`config.mk`:
```
export PLATFORM = sky130hd
export DESIGN_NAME = id_operand_stage
export DESIGN_NICKNAME = d
export VERILOG_FILES = /design/src/rtl/id_operand_stage_pkg.sv /design/src/rtl/id_operand_stage_imm_gen.sv /design/src/rtl/id_operand_stage.sv
export SDC_FILE = /design/constraint.sdc
export NUM_CORES = 1
export LEC_CHECK = 0
export CAP_MARGIN = 30
export CORE_AREA = 2 2 157 159
export CTS_BUF_LIST = sky130_fd_sc_hd__clkbuf_4 sky130_fd_sc_hd__clkbuf_8
export CTS_CLUSTER_SIZE = 16
export DETAILED_ROUTE_END_ITERATION = 10
export DIE_AREA = 0 0 159 161
export PLACE_DENSITY = 0.78
export SETUP_SLACK_MARGIN = 0.05
export SYNTH_ARGS = -nofsm -noshare
export SYNTH_HDL_FRONTEND = slang
export SYNTH_HIERARCHICAL = 1
export SYNTH_SLANG_ARGS = --single-unit
```
`constraint.sdc`:
```
create_clock -name clk_in -period 2.4 [get_ports clk_in]
set_clock_uncertainty 0.2 [all_clocks]
set_input_delay 0.36 -clock clk_in [delete_from_list [all_inputs] [get_ports clk_in]]
set_output_delay 0.36 -clock clk_in [all_outputs]
set_load 0.1 [all_outputs]
```
`src/rtl/id_operand_stage_pkg.sv`:
```
// Shared definitions for the decode/operand-fetch stage: opcodes, immediate formats,
// FSM encoding, ID/EX payload layout and the pure decode/forwarding helpers.
package id_operand_stage_pkg;

    localparam int XLEN   = 32;
    localparam int REG_AW = 5;

    localparam logic            RstEnable = 1'b1;
    localparam logic            Writeable = 1'b1;
    localparam logic            Readable  = 1'b1;
    localparam logic [XLEN-1:0] ZeroWorld = '0;

    typedef enum logic [6:0] {
        OP_R      = 7'b0110011,
        OP_IMM    = 7'b0010011,
        OP_LOAD   = 7'b0000011,
        OP_STORE  = 7'b0100011,
        OP_BRANCH = 7'b1100011,
        OP_JALR   = 7'b1100111,
        OP_JAL    = 7'b1101111,
        OP_LUI    = 7'b0110111,
        OP_AUIPC  = 7'b0010111
    } opcode_e;

    typedef enum logic [2:0] {
        IMM_NONE,
        IMM_I,
        IMM_S,
        IMM_B,
        IMM_U,
        IMM_J
    } imm_fmt_e;

    typedef enum logic {
        ST_RUN   = 1'b0,
        ST_STALL = 1'b1
    } state_e;

    typedef struct packed {
        logic uses_rs1;
        logic uses_rs2;
        logic writes_rd;
    } dec_t;

    typedef struct packed {
        logic [XLEN-1:0]   pc;
        logic [XLEN-1:0]   inst;
        logic [XLEN-1:0]   rs1_val;
        logic [XLEN-1:0]   rs2_val;
        logic [XLEN-1:0]   imm;
        logic [REG_AW-1:0] rd;
        logic              wen;
    } idex_t;

    // Register usage per opcode; unknown opcodes decode as a NOP touching nothing.
    function automatic dec_t decode(input logic [6:0] opcode);
        dec_t d;
        d.uses_rs1  = 1'b0;
        d.uses_rs2  = 1'b0;
        d.writes_rd = 1'b0;
        case (opcode)
            OP_R: begin
                d.uses_rs1  = Readable;
                d.uses_rs2  = Readable;
                d.writes_rd = Writeable;
            end
            OP_STORE, OP_BRANCH: begin
                d.uses_rs1 = Readable;
                d.uses_rs2 = Readable;
            end
            OP_IMM, OP_LOAD, OP_JALR: begin
                d.uses_rs1  = Readable;
                d.writes_rd = Writeable;
            end
            OP_LUI, OP_AUIPC, OP_JAL: begin
                d.writes_rd = Writeable;
            end
            default: begin
                d.uses_rs1  = 1'b0;
                d.uses_rs2  = 1'b0;
                d.writes_rd = 1'b0;
            end
        endcase
        return d;
    endfunction

    function automatic imm_fmt_e imm_format(input logic [6:0] opcode);
        imm_fmt_e fmt;
        case (opcode)
            OP_IMM, OP_LOAD, OP_JALR: fmt = IMM_I;
            OP_STORE:                 fmt = IMM_S;
            OP_BRANCH:                fmt = IMM_B;
            OP_LUI, OP_AUIPC:         fmt = IMM_U;
            OP_JAL:                   fmt = IMM_J;
            default:                  fmt = IMM_NONE;
        endcase
        return fmt;
    endfunction

    // A load in EX is never forwarded: its data only exists once it reaches MEM.
    function automatic logic [XLEN-1:0] select_operand(
        input logic [REG_AW-1:0] rs,
        input logic [XLEN-1:0]   rf_data,
        input logic              ex_fwd,
        input logic [REG_AW-1:0] ex_waddr,
        input logic [XLEN-1:0]   ex_wdata,
        input logic              mem_wen,
        input logic [REG_AW-1:0] mem_waddr,
        input logic [XLEN-1:0]   mem_wdata
    );
        if (rs == '0) begin
            return ZeroWorld;
        end else if (ex_fwd && (ex_waddr == rs)) begin
            return ex_wdata;
        end else if (mem_wen && (mem_waddr == rs)) begin
            return mem_wdata;
        end
        return rf_data;
    endfunction

endpackage

```
`src/rtl/id_operand_stage_imm_gen.sv`:
```
// Immediate generator: extracts and sign-extends the I/S/B/U/J immediate of an RV32I
// encoding; formats without an immediate yield zero.
module id_operand_stage_imm_gen
    import id_operand_stage_pkg::*;
(
    input  logic [XLEN-1:0] inst_i,
    output logic [XLEN-1:0] imm_o
);

    imm_fmt_e fmt;

    assign fmt = imm_format(inst_i[6:0]);

    always_comb begin
        // NOTE: the default assignment up front keeps this block free of inferred latches.
        imm_o = ZeroWorld;
        case (fmt)
            IMM_I: imm_o = {{20{inst_i[31]}}, inst_i[31:20]};
            IMM_S: imm_o = {{20{inst_i[31]}}, inst_i[31:25], inst_i[11:7]};
            IMM_B: imm_o = {{19{inst_i[31]}}, inst_i[31], inst_i[7], inst_i[30:25],
                            inst_i[11:8], 1'b0};
            IMM_U: imm_o = {inst_i[31:12], 12'b0};
            IMM_J: imm_o = {{11{inst_i[31]}}, inst_i[31], inst_i[19:12], inst_i[20],
                            inst_i[30:21], 1'b0};
            default: imm_o = ZeroWorld;
        endcase
    end

endmodule

```
`src/rtl/id_operand_stage.sv`:
```
// Decode/operand-fetch stage: drives the register file read ports, forwards EX/MEM
// results, inserts one bubble on load-use and owns the ID/EX pipeline register.
module id_operand_stage
    import id_operand_stage_pkg::*;
(
    input  logic              clk_in,
    input  logic              rst_in,

    input  logic              if_valid,
    input  logic [XLEN-1:0]   if_pc,
    input  logic [XLEN-1:0]   if_inst,
    output logic              id_ready,

    output logic              read1_or_not,
    output logic              read2_or_not,
    output logic [REG_AW-1:0] readaddr1,
    output logic [REG_AW-1:0] readaddr2,
    input  logic [XLEN-1:0]   read1data,
    input  logic [XLEN-1:0]   read2data,

    input  logic              ex_valid,
    input  logic              ex_is_load,
    input  logic              ex_wen,
    input  logic [REG_AW-1:0] ex_waddr,
    input  logic [XLEN-1:0]   ex_wdata,

    input  logic              mem_wen,
    input  logic [REG_AW-1:0] mem_waddr,
    input  logic [XLEN-1:0]   mem_wdata,

    input  logic              flush_in,
    input  logic              ex_ready,

    output logic              idex_valid,
    output logic [XLEN-1:0]   idex_pc,
    output logic [XLEN-1:0]   idex_inst,
    output logic [XLEN-1:0]   idex_rs1_val,
    output logic [XLEN-1:0]   idex_rs2_val,
    output logic [XLEN-1:0]   idex_imm,
    output logic [REG_AW-1:0] idex_rd,
    output logic              idex_wen
);

    logic [REG_AW-1:0] rs1_idx;
    logic [REG_AW-1:0] rs2_idx;
    logic [REG_AW-1:0] rd_idx;
    dec_t              dec;
    logic [XLEN-1:0]   imm;

    logic              ex_fwd;
    logic              load_in_ex;
    logic              hazard;
    logic              accept;

    state_e            state_q;
    logic              idex_valid_q;
    idex_t             idex_d;
    idex_t             idex_q;

    assign rs1_idx = if_inst[19:15];
    assign rs2_idx = if_inst[24:20];
    assign rd_idx  = if_inst[11:7];
    assign dec     = decode(if_inst[6:0]);

    id_operand_stage_imm_gen u_imm_gen (
        .inst_i (if_inst),
        .imm_o  (imm)
    );

    assign readaddr1    = rs1_idx;
    assign readaddr2    = rs2_idx;
    assign read1_or_not = (rst_in != RstEnable) && if_valid && dec.uses_rs1;
    assign read2_or_not = (rst_in != RstEnable) && if_valid && dec.uses_rs2;

    assign ex_fwd     = ex_valid && ex_wen && !ex_is_load;
    assign load_in_ex = ex_valid && ex_is_load && ex_wen && (ex_waddr != '0);
    assign hazard     = if_valid && load_in_ex &&
                        ((dec.uses_rs1 && (ex_waddr == rs1_idx)) ||
                         (dec.uses_rs2 && (ex_waddr == rs2_idx)));

    // In STALL the load has moved on to MEM, so the instruction is taken without a re-check.
    assign accept = (state_q == ST_STALL) || !hazard;

    always_comb begin
        idex_d         = '0;
        idex_d.pc      = if_pc;
        idex_d.inst    = if_inst;
        idex_d.rs1_val = select_operand(rs1_idx, read1data, ex_fwd, ex_waddr, ex_wdata,
                                        mem_wen, mem_waddr, mem_wdata);
        idex_d.rs2_val = select_operand(rs2_idx, read2data, ex_fwd, ex_waddr, ex_wdata,
                                        mem_wen, mem_waddr, mem_wdata);
        idex_d.imm     = imm;
        idex_d.rd      = rd_idx;
        idex_d.wen     = dec.writes_rd && (rd_idx != '0);
    end

    always_comb begin
        id_ready = 1'b1;
        if (flush_in) begin
            id_ready = 1'b1;
        end else if (!ex_ready) begin
            id_ready = 1'b0;
        end else if (!accept) begin
            id_ready = 1'b0;
        end
    end

    always_ff @(posedge clk_in) begin
        // NOTE: sequential state uses non-blocking assignments so every register samples
        // pre-edge values regardless of statement order.
        if (rst_in == RstEnable) begin
            state_q      <= ST_RUN;
            idex_valid_q <= 1'b0;
            idex_q       <= '0;
        end else if (flush_in) begin
            state_q      <= ST_RUN;
            idex_valid_q <= 1'b0;
        end else if (ex_ready) begin
            case (state_q)
                ST_RUN: begin
                    if (hazard) begin
                        idex_valid_q <= 1'b0;
                        state_q      <= ST_STALL;
                    end else begin
                        idex_valid_q <= if_valid;
                        if (if_valid) begin
                            idex_q <= idex_d;
                        end
                    end
                end
                ST_STALL: begin
                    idex_valid_q <= if_valid;
                    if (if_valid) begin
                        idex_q <= idex_d;
                    end
                    state_q <= ST_RUN;
                end
            endcase
        end
    end

    assign idex_valid   = idex_valid_q;
    assign idex_pc      = idex_q.pc;
    assign idex_inst    = idex_q.inst;
    assign idex_rs1_val = idex_q.rs1_val;
    assign idex_rs2_val = idex_q.rs2_val;
    assign idex_imm     = idex_q.imm;
    assign idex_rd      = idex_q.rd;
    assign idex_wen     = idex_q.wen;

endmodule
```
==> impl_results.md <==
* Status: finished with violations
* Failing checks: negative setup slack
* Fin Setup TNS at -13.42 ns
* Design area at ~17000 sq um
* Register bit total from synthesis at 163
* Pwr Total at ~7.8 mW
* Largest net degree at the start of global routing at 57
* CP max FO at 3
* # fillers at 1748
* Final worst slack at -0.313 ns
* Critical Path Source: if_inst[5]
* Finish-stage setup viols at 155
* Min Clock Period, post-route at approximately 2.7 ns
* Fin nets at 1853
* CP Launch Type: primary input
* H-tree level count at 4
* Final hold slack at 0.226 ns
* Fin. Hold Viols at 0
* Rows at between 50 and 60
* LEAKAGE at 7.08 nW
* Max_cap viols at 0
* Initial core utilization at approximately 40%
* P&R area growth vs syn at 80.5%
* Die ar. at 25600 sq um
* Ys async rst share at 0%
* Tcrit/Tclk final at 113%
* Routed WL at roughly 46000 um
* Distinct cell type count after synthesis at between 50 and 60
* Synth Cell Area at 9410 sq um
* Syn Inst Count at 1151
* Top cells by area, synth: dfxtp_1 (35%), mux2i_1 (6.8%), a21oi_1 (5.4%)
* Worst skew pair latency at 0.45 ns
* Critical path capture point type: output port
* Synth warn at 6
* Post-synthesis sequential area ratio at 34.7%
* Root Driver: clkbuf_8
* WL per Instance at 23.1 um
* Slew HR at 51.6%
* Die Wd at 159 um
* CTS sink count at 163
* Post-synth top area share at 34.7%
* Vias per cell at 5.91
* WHS Path Cells at 4
* Worst-margin pin slew at 0.726 ns
* GP Congestion at between 0.9 and 1
* Global-route wire length before repair at 61500 um
* Hold path start: if_inst[21]
* GR Overflow Total at 0
* Vias in the first global route at roughly 11000
* Drt drc at 0
* DP HPWL at 28700 um
* Post-Synthesis Net Count at 1362
* Placed instance area at 14400 sq um
* Initial antenna violation count at 2
* Worst R2R Setup Slack at -0.18 ns
* Clk slew on worst S/H paths at 0.11 ns
* Post-synth EDFFs at 0
* Critical Path End: id_ready
* Final Max Tran Viols at 0
* Post-CTS Hold Buffers at 0
* TritonCTS clock tree: built
* Tot GR Track Use at 30.1%
* Reg2Reg Launch Point: state_q
* R2R Path End: idex_inst[16]
* Cell taking the most area after synthesis: dfxtp_1
* VDD IR max at 0.392 mV
* Min-Delay Path Class: primary input to flop
* Highest Clock Rate at ~370 MHz
* CTS Buffer Depth at 2
* Synth Flop Type: dfxtp_1
* Total CTS buffers at 17
* PD cells at 456 nW/um^2
* DR pass1 iterations at 7
* Core region area at 24000 sq um
* Worst endpoint required time at between 1.5 and 2 ns
* Place WS at -0.762 ns
* PortBufs at between 300 and 400
* Critical path arrival at 2.15 ns
* Vias at roughly 12000
* RSZ-0062 raised after global routing: yes
* Cell count of the worst reg-to-reg path at 12
* Final ANT Viol Nets at 0
* Crit path kind: primary input to output port
* Synthesized area per cell at 8.18 sq um
* Die H at 161 um
* IO Pins at 391
* First DRT Iteration DRCs at 966
* Share of cells above drive strength 1 at about 38%
==> metrics by stage <==
| stage | cells | util (%) |
|---|---|---|
| 2_1_floorplan | 1151 | - |
| 3_3_place_gp | 1885 | 60.0 |
| 3_5_place_dp | 1885 | 60.0 |
| 4_1_cts | 1932 | 63.4 |
| 5_1_grt | 1979 | 70.9 |
| 6_report | 1980 | 70.9 |
==> cell usage after synthesis (2+ instances only) <==
cell        n
a21boi_0   49
a21boi_1   15
a21o_1     19
a21oi_1   102
a22o_1      4
a31oi_1    65
and2_1      8
and3_1     66
and3b_1     2
buf_2      17
buf_4      22
buf_6       2
buf_8       6
clkbuf_1   90
dfxtp_1   163
inv_1      35
mux2i_1    64
nand2_1     8
nand2b_1   65
nand3_1   102
nor2_1     13
nor2b_1     2
nor3_1      8
nor4_2      3
o211ai_1    2
o21ai_0    98
o21ai_1     5
o21bai_1    2
o31ai_1    64
o41a_1      2
o41ai_4     2
or2_2       3
or4_1       3
xnor2_1     8
xor2_1     12
==> cell type report <==
class / count / area (sq um) / share of cell area, %
tap: 324 / 405 / 2.39
inverter: 35 / 131 / 0.773
timing repair buffer: 608 / 6420 / 37.8
antenna: 1 / 2.50 / 0.0147
sequential: 163 / 3260 / 19.2
clock inverter: 14 / 186 / 1.10
multi-input combinational: 817 / 6330 / 37.2
clock buffer: 18 / 248 / 1.46
==> report_power, final <==
part	leakage (nW)	total [mW]	switching, mW	internal [mW]
clock	0.210	2.25	1.33	0.927
sequential	1.32	2.84	0.0558	2.78
combinational	5.55	2.66	1.57	1.09
==> cells by family after synthesis <==
group	count (synthesis)	share of synthesized area, %
AOI/OAI and AO/OA	436	29.3
xor gates and xnor gates	20	1.86
buffers and inverters	172	8.84
DFF	163	34.7
muxes	64	6.81
and+or+nand+nor	296	18.6
==> cells in the final DEF, fill, tap and decap left out, types with 12 or more instances in the layout <==
master           instances
buf_12                  55
a31oi_1                 65
buf_8                   12
o21ai_2                 74
mux2i_1                 63
buf_4                  288
clkbuf_8                18
a21oi_2                 30
xor2_1                  12
nand2b_1                65
o31ai_1                 63
a21boi_0                49
a21o_1                  19
clkdlybuf4s50_1        193
nand3_2                 22
dfxtp_1                162
and3_1                  66
inv_1                   35
buf_6                   15
a21oi_1                 72
o21ai_4                 19
nand3_1                 69
clkbuf_16               21
a21boi_1                15
==> repair_timing <==
| item | CTS | global route |
|---|---|---|
| buffers inserted | 9 | 19 |
| gates resized for setup | 59 | 319 |
| pin swaps | 24 | 108 |
| cloned | 6 | 29 |
| endpoints found under the setup margin | 164 | 151 |
==> how the worst min path moves through the flow <==
stage | end | slack, ns
after global routing | idex_inst[21] | 0.22
after floorplan | state_q | 0.26
final | idex_inst[21] | 0.23
after detailed placement | idex_rs1_val[1] | 0.26
after global placement | idex_rs2_val[9] | 0.26
after CTS | idex_pc[23] | 0.21
==> per-layer routing <==
layer	GRT usage [%]	share of wire, %	vias to the layer above
met5	0	0.028	-
met1	34.9	37	5603
met4	12.1	3.9	2
met3	8.53	9.3	129
li1	-	-	5224
met2	52.5	50	750
==> worst max-delay path: stages <==
cell             delay (ns)
clkdlybuf4s50_1        0.49
and3b_1                0.22
o21ai_4                0.12
o41ai_4                0.46
nor2_4                 0.07
or2_4                  0.25
buf_12                 0.17
==> state kept, by name (all words and copies together), names as in the netlist <==
| signal | cells |
|---|---|
| idex_imm | 32 |
| idex_inst | 28 |
| idex_pc | 32 |
| idex_rd | 4 |
| idex_rs1_val | 32 |
| idex_rs2_val | 32 |
| idex_valid | 1 |
| idex_wen | 1 |
| state_q | 1 |
Power figures use the tool's default switching activity.
